`src/rtl/sync_fifo_ram_pkg.sv`:
```
// Shared defaults and width helper for the sync_fifo_ram FIFO slice.
package sync_fifo_ram_pkg;

  localparam int DEF_SIZE  = 8;
  localparam int DEF_DEPTH = 16;

  // Occupancy counter must hold 0..DEPTH inclusive.
  function automatic int cnt_w(input int depth);
    return $clog2(depth) + 1;
  endfunction

endpackage

```
`src/rtl/sync_fifo_ram_if.sv`:
```
// Handshake bundle between a producer/consumer (master) and the FIFO (slave).
interface sync_fifo_ram_if
  import sync_fifo_ram_pkg::*;
#(
  parameter int SIZE  = DEF_SIZE,
  parameter int DEPTH = DEF_DEPTH
);

  localparam int CW = cnt_w(DEPTH);

  logic [SIZE-1:0] din;
  logic            put;
  logic [SIZE-1:0] dout;
  logic            dout_valid;
  logic            get;
  logic [CW-1:0]   count;
  logic            full;
  logic            empty;
  logic            almost_full;
  logic            almost_empty;
  logic            overflow;
  logic            underflow;

  modport master (
    output din, put, get,
    input  dout, dout_valid, count, full, empty,
           almost_full, almost_empty, overflow, underflow
  );

  modport slave (
    input  din, put, get,
    output dout, dout_valid, count, full, empty,
           almost_full, almost_empty, overflow, underflow
  );

endinterface

```
`src/rtl/sync_fifo_ram_store.sv`:
```
// Simple dual-port storage with registered read and no reset so it maps onto block RAM.
module fifo_store_ram #(
  parameter int SIZE  = 8,
  parameter int DEPTH = 16
) (
  input  logic                     clk,
  input  logic                     we,
  input  logic [$clog2(DEPTH)-1:0] waddr,
  input  logic [SIZE-1:0]          wdata,
  input  logic [$clog2(DEPTH)-1:0] raddr,
  output logic [SIZE-1:0]          rdata
);

  logic [SIZE-1:0] mem [DEPTH];

  always_ff @(posedge clk) begin
    if (we) mem[waddr] <= wdata;
    rdata <= mem[raddr];
  end

endmodule

```
`src/rtl/sync_fifo_ram.sv`:
```
// Single-clock first-word-fall-through FIFO: pointers, occupancy and flags around a block-RAM store.
module sync_fifo_ram
  import sync_fifo_ram_pkg::*;
#(
  parameter int SIZE   = DEF_SIZE,
  parameter int DEPTH  = DEF_DEPTH,
  parameter int AFULL  = DEPTH - 2,
  parameter int AEMPTY = 1
) (
  input logic           clk,
  input logic           rst,
  sync_fifo_ram_if.slave bus
);

  localparam int AW = $clog2(DEPTH);
  localparam int CW = cnt_w(DEPTH);

  logic [AW-1:0] wptr_p1, rptr_p1;
  logic [CW-1:0] count_p1;
  logic          full_p1, empty_p1, afull_p1, aempty_p1;
  logic          vld_p1, ovf_p1, udf_p1;

  logic          wr, rd;
  logic [AW-1:0] raddr;
  logic [CW-1:0] count_next;

  // Request qualification uses registered flags only.
  assign wr         = bus.put & ~full_p1;
  assign rd         = bus.get & vld_p1;
  assign raddr      = rd ? rptr_p1 + AW'(1) : rptr_p1;
  assign count_next = count_p1 + CW'(wr) - CW'(rd);

  fifo_store_ram #(
    .SIZE  (SIZE),
    .DEPTH (DEPTH)
  ) u_store (
    .clk   (clk),
    .we    (wr),
    .waddr (wptr_p1),
    .wdata (bus.din),
    .raddr (raddr),
    .rdata (bus.dout)
  );

  // Control state registered on the same edge as the RAM read.
  always_ff @(posedge clk) begin
    if (rst) begin
      wptr_p1   <= '0;
      rptr_p1   <= '0;
      count_p1  <= '0;
      full_p1   <= 1'b0;
      empty_p1  <= 1'b1;
      afull_p1  <= 1'b0;
      aempty_p1 <= 1'b1;
      vld_p1    <= 1'b0;
      ovf_p1    <= 1'b0;
      udf_p1    <= 1'b0;
    end else begin
      wptr_p1   <= wptr_p1 + AW'(wr);
      rptr_p1   <= rptr_p1 + AW'(rd);
      count_p1  <= count_next;
      full_p1   <= (count_next == CW'(DEPTH));
      empty_p1  <= (count_next == '0);
      afull_p1  <= (count_next >= CW'(AFULL));
      aempty_p1 <= (count_next <= CW'(AEMPTY));
      // A word written this edge is not readable until the next one.
      vld_p1    <= ((count_p1 - CW'(rd)) != '0);
      ovf_p1    <= bus.put & full_p1;
      udf_p1    <= bus.get & ~vld_p1;
    end
  end

  assign bus.count        = count_p1;
  assign bus.full         = full_p1;
  assign bus.empty        = empty_p1;
  assign bus.almost_full  = afull_p1;
  assign bus.almost_empty = aempty_p1;
  assign bus.dout_valid   = vld_p1;
  assign bus.overflow     = ovf_p1;
  assign bus.underflow    = udf_p1;

endmodule

```
`src/flat_wrapper.sv`:
```
// flat-port wrapper written by rule: the top's interface ports become plain ports
module sync_fifo_ram_flat import sync_fifo_ram_pkg::*;
#(
  parameter int SIZE   = DEF_SIZE,
  parameter int DEPTH  = DEF_DEPTH,
  parameter int AFULL  = DEPTH - 2,
  parameter int AEMPTY = 1
)
  (clk, rst, bus_din, bus_put, bus_get, bus_dout, bus_dout_valid, bus_count, bus_full, bus_empty, bus_almost_full, bus_almost_empty, bus_overflow, bus_underflow);
  sync_fifo_ram_if #(.SIZE(SIZE), .DEPTH(DEPTH)) bus_i ();
  input logic clk;
  input logic rst;
  input wire logic [$bits(bus_i.din)-1:0] bus_din;
  input wire logic [$bits(bus_i.put)-1:0] bus_put;
  input wire logic [$bits(bus_i.get)-1:0] bus_get;
  output wire logic [$bits(bus_i.dout)-1:0] bus_dout;
  output wire logic [$bits(bus_i.dout_valid)-1:0] bus_dout_valid;
  output wire logic [$bits(bus_i.count)-1:0] bus_count;
  output wire logic [$bits(bus_i.full)-1:0] bus_full;
  output wire logic [$bits(bus_i.empty)-1:0] bus_empty;
  output wire logic [$bits(bus_i.almost_full)-1:0] bus_almost_full;
  output wire logic [$bits(bus_i.almost_empty)-1:0] bus_almost_empty;
  output wire logic [$bits(bus_i.overflow)-1:0] bus_overflow;
  output wire logic [$bits(bus_i.underflow)-1:0] bus_underflow;
  assign bus_i.din = bus_din;
  assign bus_i.put = bus_put;
  assign bus_i.get = bus_get;
  assign bus_dout = bus_i.dout;
  assign bus_dout_valid = bus_i.dout_valid;
  assign bus_count = bus_i.count;
  assign bus_full = bus_i.full;
  assign bus_empty = bus_i.empty;
  assign bus_almost_full = bus_i.almost_full;
  assign bus_almost_empty = bus_i.almost_empty;
  assign bus_overflow = bus_i.overflow;
  assign bus_underflow = bus_i.underflow;
  sync_fifo_ram #(.SIZE(SIZE), .DEPTH(DEPTH), .AFULL(AFULL), .AEMPTY(AEMPTY)) u_core (.clk(clk), .rst(rst), .bus(bus_i));
endmodule
```
`config.mk`:
```
export PLATFORM = sky130hd
export DESIGN_NAME = sync_fifo_ram_flat
export DESIGN_NICKNAME = d
export VERILOG_FILES = /design/src/rtl/sync_fifo_ram_pkg.sv /design/src/rtl/sync_fifo_ram_if.sv /design/src/rtl/sync_fifo_ram_store.sv /design/src/rtl/sync_fifo_ram.sv /design/src/flat_wrapper.sv
export SDC_FILE = /design/constraint.sdc
export NUM_CORES = 1
export LEC_CHECK = 0
export ABC_AREA = 1
export CAP_MARGIN = 20
export CORE_ASPECT_RATIO = 0.6
export CORE_MARGIN = 2
export CORE_UTILIZATION = 30
export CTS_CLUSTER_DIAMETER = 200
export DETAILED_ROUTE_END_ITERATION = 12
export PLACE_DENSITY_LB_ADDON = 0.2
export SLEW_MARGIN = 20
export SYNTH_ARGS = -nofsm -noshare
export SYNTH_HDL_FRONTEND = slang
export SYNTH_SLANG_ARGS = --single-unit
```
`constraint.sdc`:
```
create_clock -name clk -period 2.7 [get_ports clk]
set_clock_uncertainty 0.2 [all_clocks]
set_input_delay 0.675 -clock clk [delete_from_list [all_inputs] [get_ports clk]]
set_output_delay 0.675 -clock clk [all_outputs]
set_load 0.01 [all_outputs]
```
* Word level (Yosys, flattened, before mapping)
Memories as Yosys holds them, arrays and structs flattened. A register that Yosys moved wholly into a read port is not among the register bits.
Cells that the tools add are included.
** Word-level totals
- Bits in writable memories :: 128
- Bits in read-only memories :: 0
- Bits in latches :: 0
- Memories kept :: 1
- Output and inout bits :: 20
- Input bits :: 12
- Word-level logic and storage cells :: 31
- Register bits after elaboration :: 20
** Cells by class
- Divide/modulo/power cells :: 0
- Bitwise gates (word level) :: 6
- Reductions and logical operators :: 2
- Eq/ne operators :: 1
- Multipliers :: 0
- $lt $le $gt $ge :: 2
- Add/sub/neg operators :: 6
- Mux-type cells :: 3
- Shift operators :: 0
** Memory list
- u_core.u_store.mem :: words 16, width 8, rd ports 1, clocked after Yosys merged registers in 1, wr ports 1, line sync_fifo_ram_store.sv:14 : logic [SIZE-1:0] mem [DEPTH];
** Operators by type and width (count)
- subtractor 5 x 1 -> 5 bit :: 2
- adder 4 x 1 -> 4 bit :: 2
- adder 5 x 1 -> 5 bit :: 1
- equality test 5 bit, second input constant :: 1
- greater-or-equal comparator 5 x 4 -> 1 bit, second input constant :: 1
- <= comparator 5 x 1 -> 1 bit, second input constant :: 1
- logical NOT 5 bit :: 1
- nonzero test 5 bit :: 1
- adder 4 x 1 -> 4 bit, second input constant :: 1
- bitwise AND 1 bit :: 4
- 2-to-1 mux 4 bit :: 1
- 2-to-1 mux 1 bit :: 2
- inverter 1 bit :: 2

* Longest topological paths before layout
- Depth after elaboration :: 5
- Depth in mapped cells :: 11
- Gate-level depth less buffers :: 11

* By module
Synthesis repeated with hierarchy kept, for this count alone.
** Second synthesis, totals
- Cell total of the unflattened synthesis :: 686
- Area, all modules :: 6809.0 µm²
** Modules (own cells, without submodules)
- fifo_store_ram :: seq. area each 4003.8 µm², cells an instance 551, area an instance 5766.8 µm², instances 1
- sync_fifo_ram :: seq. area each 400.4 µm², cells an instance 135, area an instance 1042.2 µm², instances 1

* Worst setup path before layout
No wires, ideal clock.
- Path type :: input to register
- Start point :: input bus_get
- End point :: register u_core.full_p1 (netlist: u_core.bus.full)
- Stages on the path :: 11
- Path slack :: 165 ps
- Buffers on the path :: 0
- Arrival time :: 2221 ps
- Setup time :: 114 ps
- Cell sequence :: nand2_2 > nor2_1 > inv_1 > nand2_1 > ha_1 > fa_1 > nand3_1 > nand2_1 > xor2_1 > nor2_1 > nor2b_1
** Between the ends
- Cells in the longest elaborated chain, start to end :: 3
** Ends and longest elaborated chain
- start, declared :: line flat_wrapper.sv:15 : input wire logic [$bits(bus_i.get)-1:0] bus_get;
- bitwise AND 1 bit :: line sync_fifo_ram.sv:29 : assign rd = bus.get & vld_p1;
- subtractor 5 x 1 -> 5 bit :: line sync_fifo_ram.sv:31 : assign count_next = count_p1 + CW'(wr) - CW'(rd);
- equality test 5 bit :: line sync_fifo_ram.sv:62 : full_p1 <= (count_next == CW'(DEPTH));
- end signal, assigned :: line sync_fifo_ram.sv:62
- end, declared :: line sync_fifo_ram.sv:20 : logic full_p1, empty_p1, afull_p1, aempty_p1;
No other way between the ends.
A chain may end at the register's enable or synchronous reset.

* Final worst setup path
- Start point :: input bus_get
- End point :: register u_core.aempty_p1 (netlist: u_core.bus.almost_empty)
** Between the ends
- Cells in the longest elaborated chain, start to end :: 3
** Ends and longest elaborated chain
- bitwise AND 1 bit :: line sync_fifo_ram.sv:29
- subtractor 5 x 1 -> 5 bit :: line sync_fifo_ram.sv:31
- <= comparator 5 x 1 -> 1 bit :: line sync_fifo_ram.sv:65 : aempty_p1 <= (count_next <= CW'(AEMPTY));
- end signal, assigned :: line sync_fifo_ram.sv:65
- end, declared :: line sync_fifo_ram.sv:20
No other way between the ends.

==> reports/metrics.json <==
{
  "pwr": {
    "p_total_uw": 7230,
    "cellLeakagePower_uw": 0.00339,
    "power.ir.vdd_worst_mv": 0.485,
    "cellPowerDensity_nw_per_um2": 863
  },
  "yosys": {
    "yosys.area.top_type": "sky130_fd_sc_hd__edfxtp_1",
    "synth_top_area_share": 0.557,
    "mappedNetlistNets": 672,
    "synth_seq_area_share": 0.638,
    "yosys-top-cells-area": "sky130_fd_sc_hd__edfxtp_1, sky130_fd_sc_hd__nand3_1, sky130_fd_sc_hd__dfxtp_1, sky130_fd_sc_hd__inv_1, sky130_fd_sc_hd__nand2_1",
    "ys_seq_elements": 156,
    "synth.distinct_cells": 27,
    "syn_avg_cell_area_um2": 10.7,
    "netlist_instances": 648,
    "synth_area_um2": 6900,
    "ys_warn_count": 0
  },
  "place": {
    "dp.cells": 1001,
    "place_hpwl_um": 11400,
    "gp_routability_congestion": 0.776,
    "io_buffers": 31
  },
  "die": {
    "die_height_um": 121,
    "design.portCount": 32,
    "dieArea_um2": 24300,
    "floorplan.rows": 42,
    "floorplan.initialDensity": 0.309,
    "horizontal_die_dimension_um": 200,
    "core_region_area_um2": 22300
  },
  "timing": {
    "timing.final.crit_share": 0.937,
    "report.final.setup_viol": 0,
    "fmax_mhz": 395,
    "maxSlewViolCount": 0,
    "final.min_clock_period_ps": 2530,
    "worst_pin_slew_ps": 719,
    "timing.hold.ws_ps": 258,
    "slew-limit-headroom": 0.519,
    "hold_violations": 0,
    "grt_setup_unrepaired": "no"
  },
  "clock_tree": {
    "htree_levels": 4,
    "tritoncts_clock_tree": "done",
    "cts_buffers": 17,
    "numClockSinks": 156,
    "cts_repair_resize_count": 0,
    "clkLatencyLatePin_ps": 440,
    "post_cts_hold_buffer_count": 0,
    "cts_setup_buffers": 0,
    "clock_tree.root_cell": "sky130_fd_sc_hd__clkbuf_16",
    "worst_setup_hold_path_clk_slew_ps": 70,
    "max-clock-path-buffers": 2
  },
  "grt": {
    "grt_start_max_net_pins": 36,
    "grt_remaining_overflow": 0,
    "grt.total_usage": 0.154,
    "grt_first_pass_wirelength_um": 27000,
    "grt_pass1_vias": 4755,
    "grt_antenna_before_repair": 0
  },
  "critical_path": {
    "r2r.worst_path.cells": 12,
    "critPathLaunch": "bus_get",
    "end_kind": "register",
    "crit_chain": "clkdlybuf4s50_1 -> nand2_2 -> nor2_1 -> inv_1 -> nand2_1 -> ha_1 -> fa_1 -> nand3_1 -> nand2_1 -> xor2_1 -> buf_4 -> nand3_1 -> nand2_1",
    "crit-reg2reg-capture": "u_core.bus.almost_empty",
    "timing.critical_path.fanout_max": 3,
    "ff2ff_setup_slack_ps": 490,
    "timing.critical_path.slowest_stage_cell": "sky130_fd_sc_hd__clkdlybuf4s50_1",
    "cp_common_cell": "sky130_fd_sc_hd__nand2_1",
    "critPathRequiredTime_ps": 2830,
    "biggest_cell_delay_along_the_critical_path_ps": 440,
    "timing.setup.critical_path_class": "in -> reg",
    "r2r_start": "u_core.bus.dout_valid",
    "timing.critical_path.arrival_ps": 2660,
    "cp_launch_type": "primary input"
  },
  "hold_path": {
    "min_to": "u_core.bus.overflow",
    "hold_path_class": "reg -> reg",
    "hold_path.startpoint": "u_core.bus.full",
    "timing.hold.worst_path_depth": 2
  },
  "routing": {
    "first_iter_violations": 367,
    "wire_per_inst_um": 16.7,
    "drt_pre_antenna_iters": 5,
    "avgViaCountPerCell": 4.56,
    "routed_wl_um": 17300,
    "drc": 0,
    "ant_nets": 0,
    "num_vias": 4715
  },
  "cells_and_area": {
    "antenna_cells_inserted": 0,
    "share_of_cells_above_drive_strength_1": 0.120,
    "finish.cell_count_without_fillers": 1033,
    "layout.nets": 736,
    "area_growth_pct": 21.5
  },
  "run_status": {
    "status": "finished clean"
  },
  "run": {
    "max_capacitance_violation_count": 0
  }
}
==> layout make-up <==
class | instances | area [um^2]
fill | 2205 | 13900
sequential | 156 | 4400
multi-input combinational | 358 | 1910
timing repair buffer | 76 | 761
clock buffer | 18 | 439
inverter | 103 | 387
tap | 308 | 385
clock inverter | 14 | 104
==> routing by layer <==
| metal | routed length (um) | vias to the layer above | GRT usage |
|---|---|---|---|
| met1 | 8730 | 2292 | 0.222 |
| met5 | 0 | - | 0 |
| met2 | 7390 | 98 | 0.220 |
| met3 | 964 | 22 | 0.0464 |
| li1 | - | 2303 | - |
| met4 | 215 | 0 | 0.0486 |
==> critical path, delay by kind of cell <==
kind                       cells  cell delay (ps)
buffers and inverters          3              660
and+or+nand+nor                7              510
adders and majority gates      2              660
xor gates and xnor gates       1              150
==> where the power goes <==
part	switching, uW	leakage, uW	internal, uW
registers	92.1	0.00139	2800
logic	1240	0.00172	853
clock network	1030	0.000278	1220
==> cells in the final DEF, fill, tap and decap left out, drive strengths merged, types with 2 or more instances in the layout <==
master           n
nand2          103
buf             45
o21ai            2
clkbuf          18
clkdlybuf4s50   31
edfxtp         128
xor2             4
nand3          138
clkinv           3
inv            114
a21oi            3
dfxtp           28
xnor2            4
nor2            37
nand3b          49
nand4            2
ha              11
==> cells in the mapped netlist <==
library cell	count
sky130_fd_sc_hd__o21ai_0	1
sky130_fd_sc_hd__fa_1	1
sky130_fd_sc_hd__nand2_1	100
sky130_fd_sc_hd__clkbuf_1	4
sky130_fd_sc_hd__nor3_2	1
sky130_fd_sc_hd__buf_2	13
sky130_fd_sc_hd__o22ai_1	1
sky130_fd_sc_hd__xor2_1	3
sky130_fd_sc_hd__a41oi_1	1
sky130_fd_sc_hd__nand4_1	2
sky130_fd_sc_hd__nor2_1	37
sky130_fd_sc_hd__dfxtp_1	28
sky130_fd_sc_hd__edfxtp_1	128
sky130_fd_sc_hd__inv_2	2
sky130_fd_sc_hd__ha_1	11
sky130_fd_sc_hd__nor2b_1	1
sky130_fd_sc_hd__o21ai_2	1
sky130_fd_sc_hd__buf_6	6
sky130_fd_sc_hd__nand2_2	3
sky130_fd_sc_hd__nand3_2	1
sky130_fd_sc_hd__inv_1	101
sky130_fd_sc_hd__a21oi_1	3
sky130_fd_sc_hd__xor2_2	1
sky130_fd_sc_hd__buf_4	8
sky130_fd_sc_hd__nand3b_1	49
sky130_fd_sc_hd__xnor2_1	4
sky130_fd_sc_hd__nand3_1	137
==> logic make-up after synthesis <==
group,Yosys count,synth area share
AO/OA/AOI/OAI,7,0.00634
XOR/XNOR,8,0.0112
adder cells (fa/ha/maj),12,0.0228
buffers and inverters,134,0.0861
flip-flops,156,0.638
AND/OR/NAND/NOR,331,0.235
==> per-stage QoR <==
stage | setup TNS [ps] | utilization | cell area (um^2) | worst slack (ps)
after global routing | 0 | 0.376 | 8390 | 66.8
after detailed placement | -1240 | 0.351 | 7840 | -280
final | 0 | 0.376 | 8390 | 171
after floorplan | 0 | - | 6900 | 165
after CTS | 0 | 0.376 | 8390 | 179
after global placement | -1020 | 0.351 | 7840 | -239
==> how the worst max path moves through the flow <==
stage / slack, ps / to
after detailed placement: -280 / u_core.bus.almost_empty
after global routing: 70 / u_core.bus.almost_full
after global placement: -240 / u_core.bus.almost_empty
final: 170 / u_core.bus.almost_empty
after floorplan: 170 / u_core.bus.full
after CTS: 180 / u_core.bus.almost_empty
==> flip-flops by register name (all words and copies together), names as in the netlist, 4 cells and up <==
| name | cells |
|---|---|
| u_core.rptr_p1 | 4 |
| u_core.u_store.rdata | 8 |
| u_core.bus.count | 5 |
| u_core.wptr_p1 | 4 |
| u_core.u_store.mem | 128 |
No activity file was read; power rests on OpenSTA's default activity.
==> variant, RTL diff (config.mk and constraints unchanged) <==
Set the package constant `DEF_SIZE` to 16 (it was 8).
--- a/src/rtl/sync_fifo_ram_pkg.sv
+++ b/src/rtl/sync_fifo_ram_pkg.sv
@@ -2,5 +2,5 @@
 package sync_fifo_ram_pkg;
 
-  localparam int DEF_SIZE  = 8;
+  localparam int DEF_SIZE  = 16;
   localparam int DEF_DEPTH = 16;
 
Interface: changed (resized bus_din and bus_dout); port bits go from 32 to 48. The function was not compared with the original's and may differ.
==> variant against the original RTL <==
Final area increased by 85%. Maximum frequency increased by 2.8%. Synthesized area increased by 82%. Utilization decreased by 0.18 points. Sequential share of layout area increased by 1.6 points. Sequential cell count increased by 136. Die area increased by 80%. Power increased by 78%. Routed wire length increased by 97%. Worst setup slack improved by 70 ps. Largest cell class unchanged. Highest routed layer is now met5.
==> variant: results (changes against the original RTL) <==
Placed design
  • Cell total after placement: 1789 (was 1001)
  • Pre-CTS setup slack: -214.2 ps (was -279.8 ps)
  • Post-placement cell area: 14570 um2 (was 7844 um2)
  • Routability congestion estimate: 0.8084 (was 0.7764)
  • Buffers on Ports: 47 (was 31)
  • Post-detailed-placement half-perimeter wirelength: 21.63 mm (was 11.38 mm)

Detailed routing
  • Initial drt markers: 628 (was 367)
  • DR WL/cell: 18.50 um (was 16.75 um)
  • Vias/cell: 4.552 (was 4.564)
  • Drt total wl: 34.07 mm (was 17.30 mm)

CTS
  • Clock Latency Late Sink: 560 ps (was 440 ps)
  • CTS max path bufs: 3 (was 2)
  • Total clock buffers created by CTS: 29 (was 17)
  • CTS HTree Levels: 1 (was 4)
  • Clock-pin slew on the worst setup and hold paths: 60 ps

Global routing
  • GRT Util Overall: 0.1577 (was 0.1540)
  • Number of antenna violations at the first check in global routing: 2 (was 0)
  • Maximum number of pins on one net before global-route repair: 54 (was 36)
  • Vias in the first global route: 7849 (was 4755)

Final layout
  • Layout net count: 1282 (was 736)
  • Share of final-layout standard cells stronger than drive strength 1: 0.1195 (was 0.1200)
  • Max reg flops: 256 (was 128)

Synthesis
  • Share of synthesized area occupied by flip-flops and latches: 0.6690 (was 0.6380)
  • Post-Syn Area per Cell: 10.96 um2 (was 10.65 um2)
  • Number of enable-type register cells in the synthesized netlist: 256 (was 128)
  • Biggest area contributors in the synthesized netlist: sky130_fd_sc_hd__edfxtp_1 61%, sky130_fd_sc_hd__nand3_1 11%, sky130_fd_sc_hd__nand3b_1 5.8% (was sky130_fd_sc_hd__edfxtp_1 56%, sky130_fd_sc_hd__nand3_1 9.9%, sky130_fd_sc_hd__dfxtp_1 8.1%)
  • Distinct cell type count of the synthesized netlist: 23 (was 27)
  • Synth Net Count: 1179 (was 672)

Worst setup path
  • Maximum fanout count along the critical path: 1 (was 3)
  • Largest stage delay, worst path: 680 ps (was 440 ps)
  • Worst-case reg-to-reg path depth: 11 (was 12)
  • Cell class contributing the biggest share of worst-path delay: buffers and inverters (unchanged)
  • Worst setup path endpoint: bus_dout[1] (was u_core.bus.almost_empty$_SDFF_PP1_)
  • End of the worst register-to-register path: u_core.bus.almost_full$_SDFF_PP0_ (was u_core.bus.almost_empty$_SDFF_PP1_)
  • Setup slack on the worst flop-to-flop path: 520 ps (was 490 ps)
  • Start point of the critical path: u_core.u_store.rdata[1]$_DFF_P_ (was bus_get)

Run status
  • Status: completed (unchanged)

Power
  • Static leakage power: 6.136 nW (was 3.389 nW)
  • IR drop worst, VDD: 0.0004931 V (was 0.0004848 V)

Timing
  • Worst max-slew margin expressed relative to the limit: 0.5004 (was 0.5191)
  • Post-layout min period: 2459 ps (was 2529 ps)
## variant: how the worst min path moves through the flow
stage                               start                        endpoint  slack (ps)
6_report       u_core.bus.full$_SDFF_PP0_  u_core.bus.overflow$_SDFF_PP0_         250
3_3_place_gp   u_core.bus.full$_SDFF_PP0_  u_core.bus.overflow$_SDFF_PP0_         250
3_5_place_dp   u_core.bus.full$_SDFF_PP0_  u_core.bus.overflow$_SDFF_PP0_         240
4_1_cts        u_core.bus.full$_SDFF_PP0_  u_core.bus.overflow$_SDFF_PP0_         260
2_1_floorplan  u_core.bus.full$_SDFF_PP0_  u_core.bus.overflow$_SDFF_PP0_         270
5_1_grt        u_core.bus.full$_SDFF_PP0_  u_core.bus.overflow$_SDFF_PP0_         300
## variant: metal layers
layer,routed length (um),vias up,track usage,share of wire
met5,30,-,0,0.00088
met4,505,4,0.02717,0.015
met3,1439,40,0.02585,0.042
met2,14210,148,0.2222,0.42
met1,17880,4097,0.2527,0.52
li1,-,4096,-,-
## variant: report_power, final
part	switching, mW	leakage, nW	internal, mW
logic	1.96	3.06	1.36
clock network	1.74	0.467	2.48
registers	0.147	2.61	5.22
total	3.85	6.14	9.06
## variant: cell families after synthesis
group                    after synthesis  share of synthesized area
AND/OR/NAND/NOR                      580                     0.2306
flip-flops                           292                     0.6690
buffers and inverters                248                    0.07865
adder cells (fa/ha/maj)               12                    0.01254
AO/OA/AOI/OAI                          8                   0.003783
XOR/XNOR                               7                   0.005476
## variant: worst register-to-register path, cell delays in order, from the launching register on
cell	delay, ps
sky130_fd_sc_hd__dfxtp_1	370
sky130_fd_sc_hd__nand2_2	110
sky130_fd_sc_hd__nor2_1	50
sky130_fd_sc_hd__inv_1	70
sky130_fd_sc_hd__nand2_1	80
sky130_fd_sc_hd__ha_1	230
sky130_fd_sc_hd__fa_1	410
sky130_fd_sc_hd__xnor2_1	200
sky130_fd_sc_hd__inv_1	60
sky130_fd_sc_hd__nor2_1	110
sky130_fd_sc_hd__nand2_1	60
sky130_fd_sc_hd__o21ai_0	140
## variant: final cells by class
| type | count | area [um2] | share of cell area |
|---|---|---|---|
| Clock buffer | 40 | 777.0 | 0.05000 |
| Clock inverter | 13 | 187.7 | 0.01208 |
| Inverter | 185 | 694.4 | 0.04469 |
| Multi-Input combinational cell | 607 | 3252 | 0.2093 |
| Sequential cell | 292 | 8408 | 0.5411 |
| Tap cell | 570 | 713.2 | 0.04590 |
| Timing Repair Buffer | 135 | 1506 | 0.09695 |
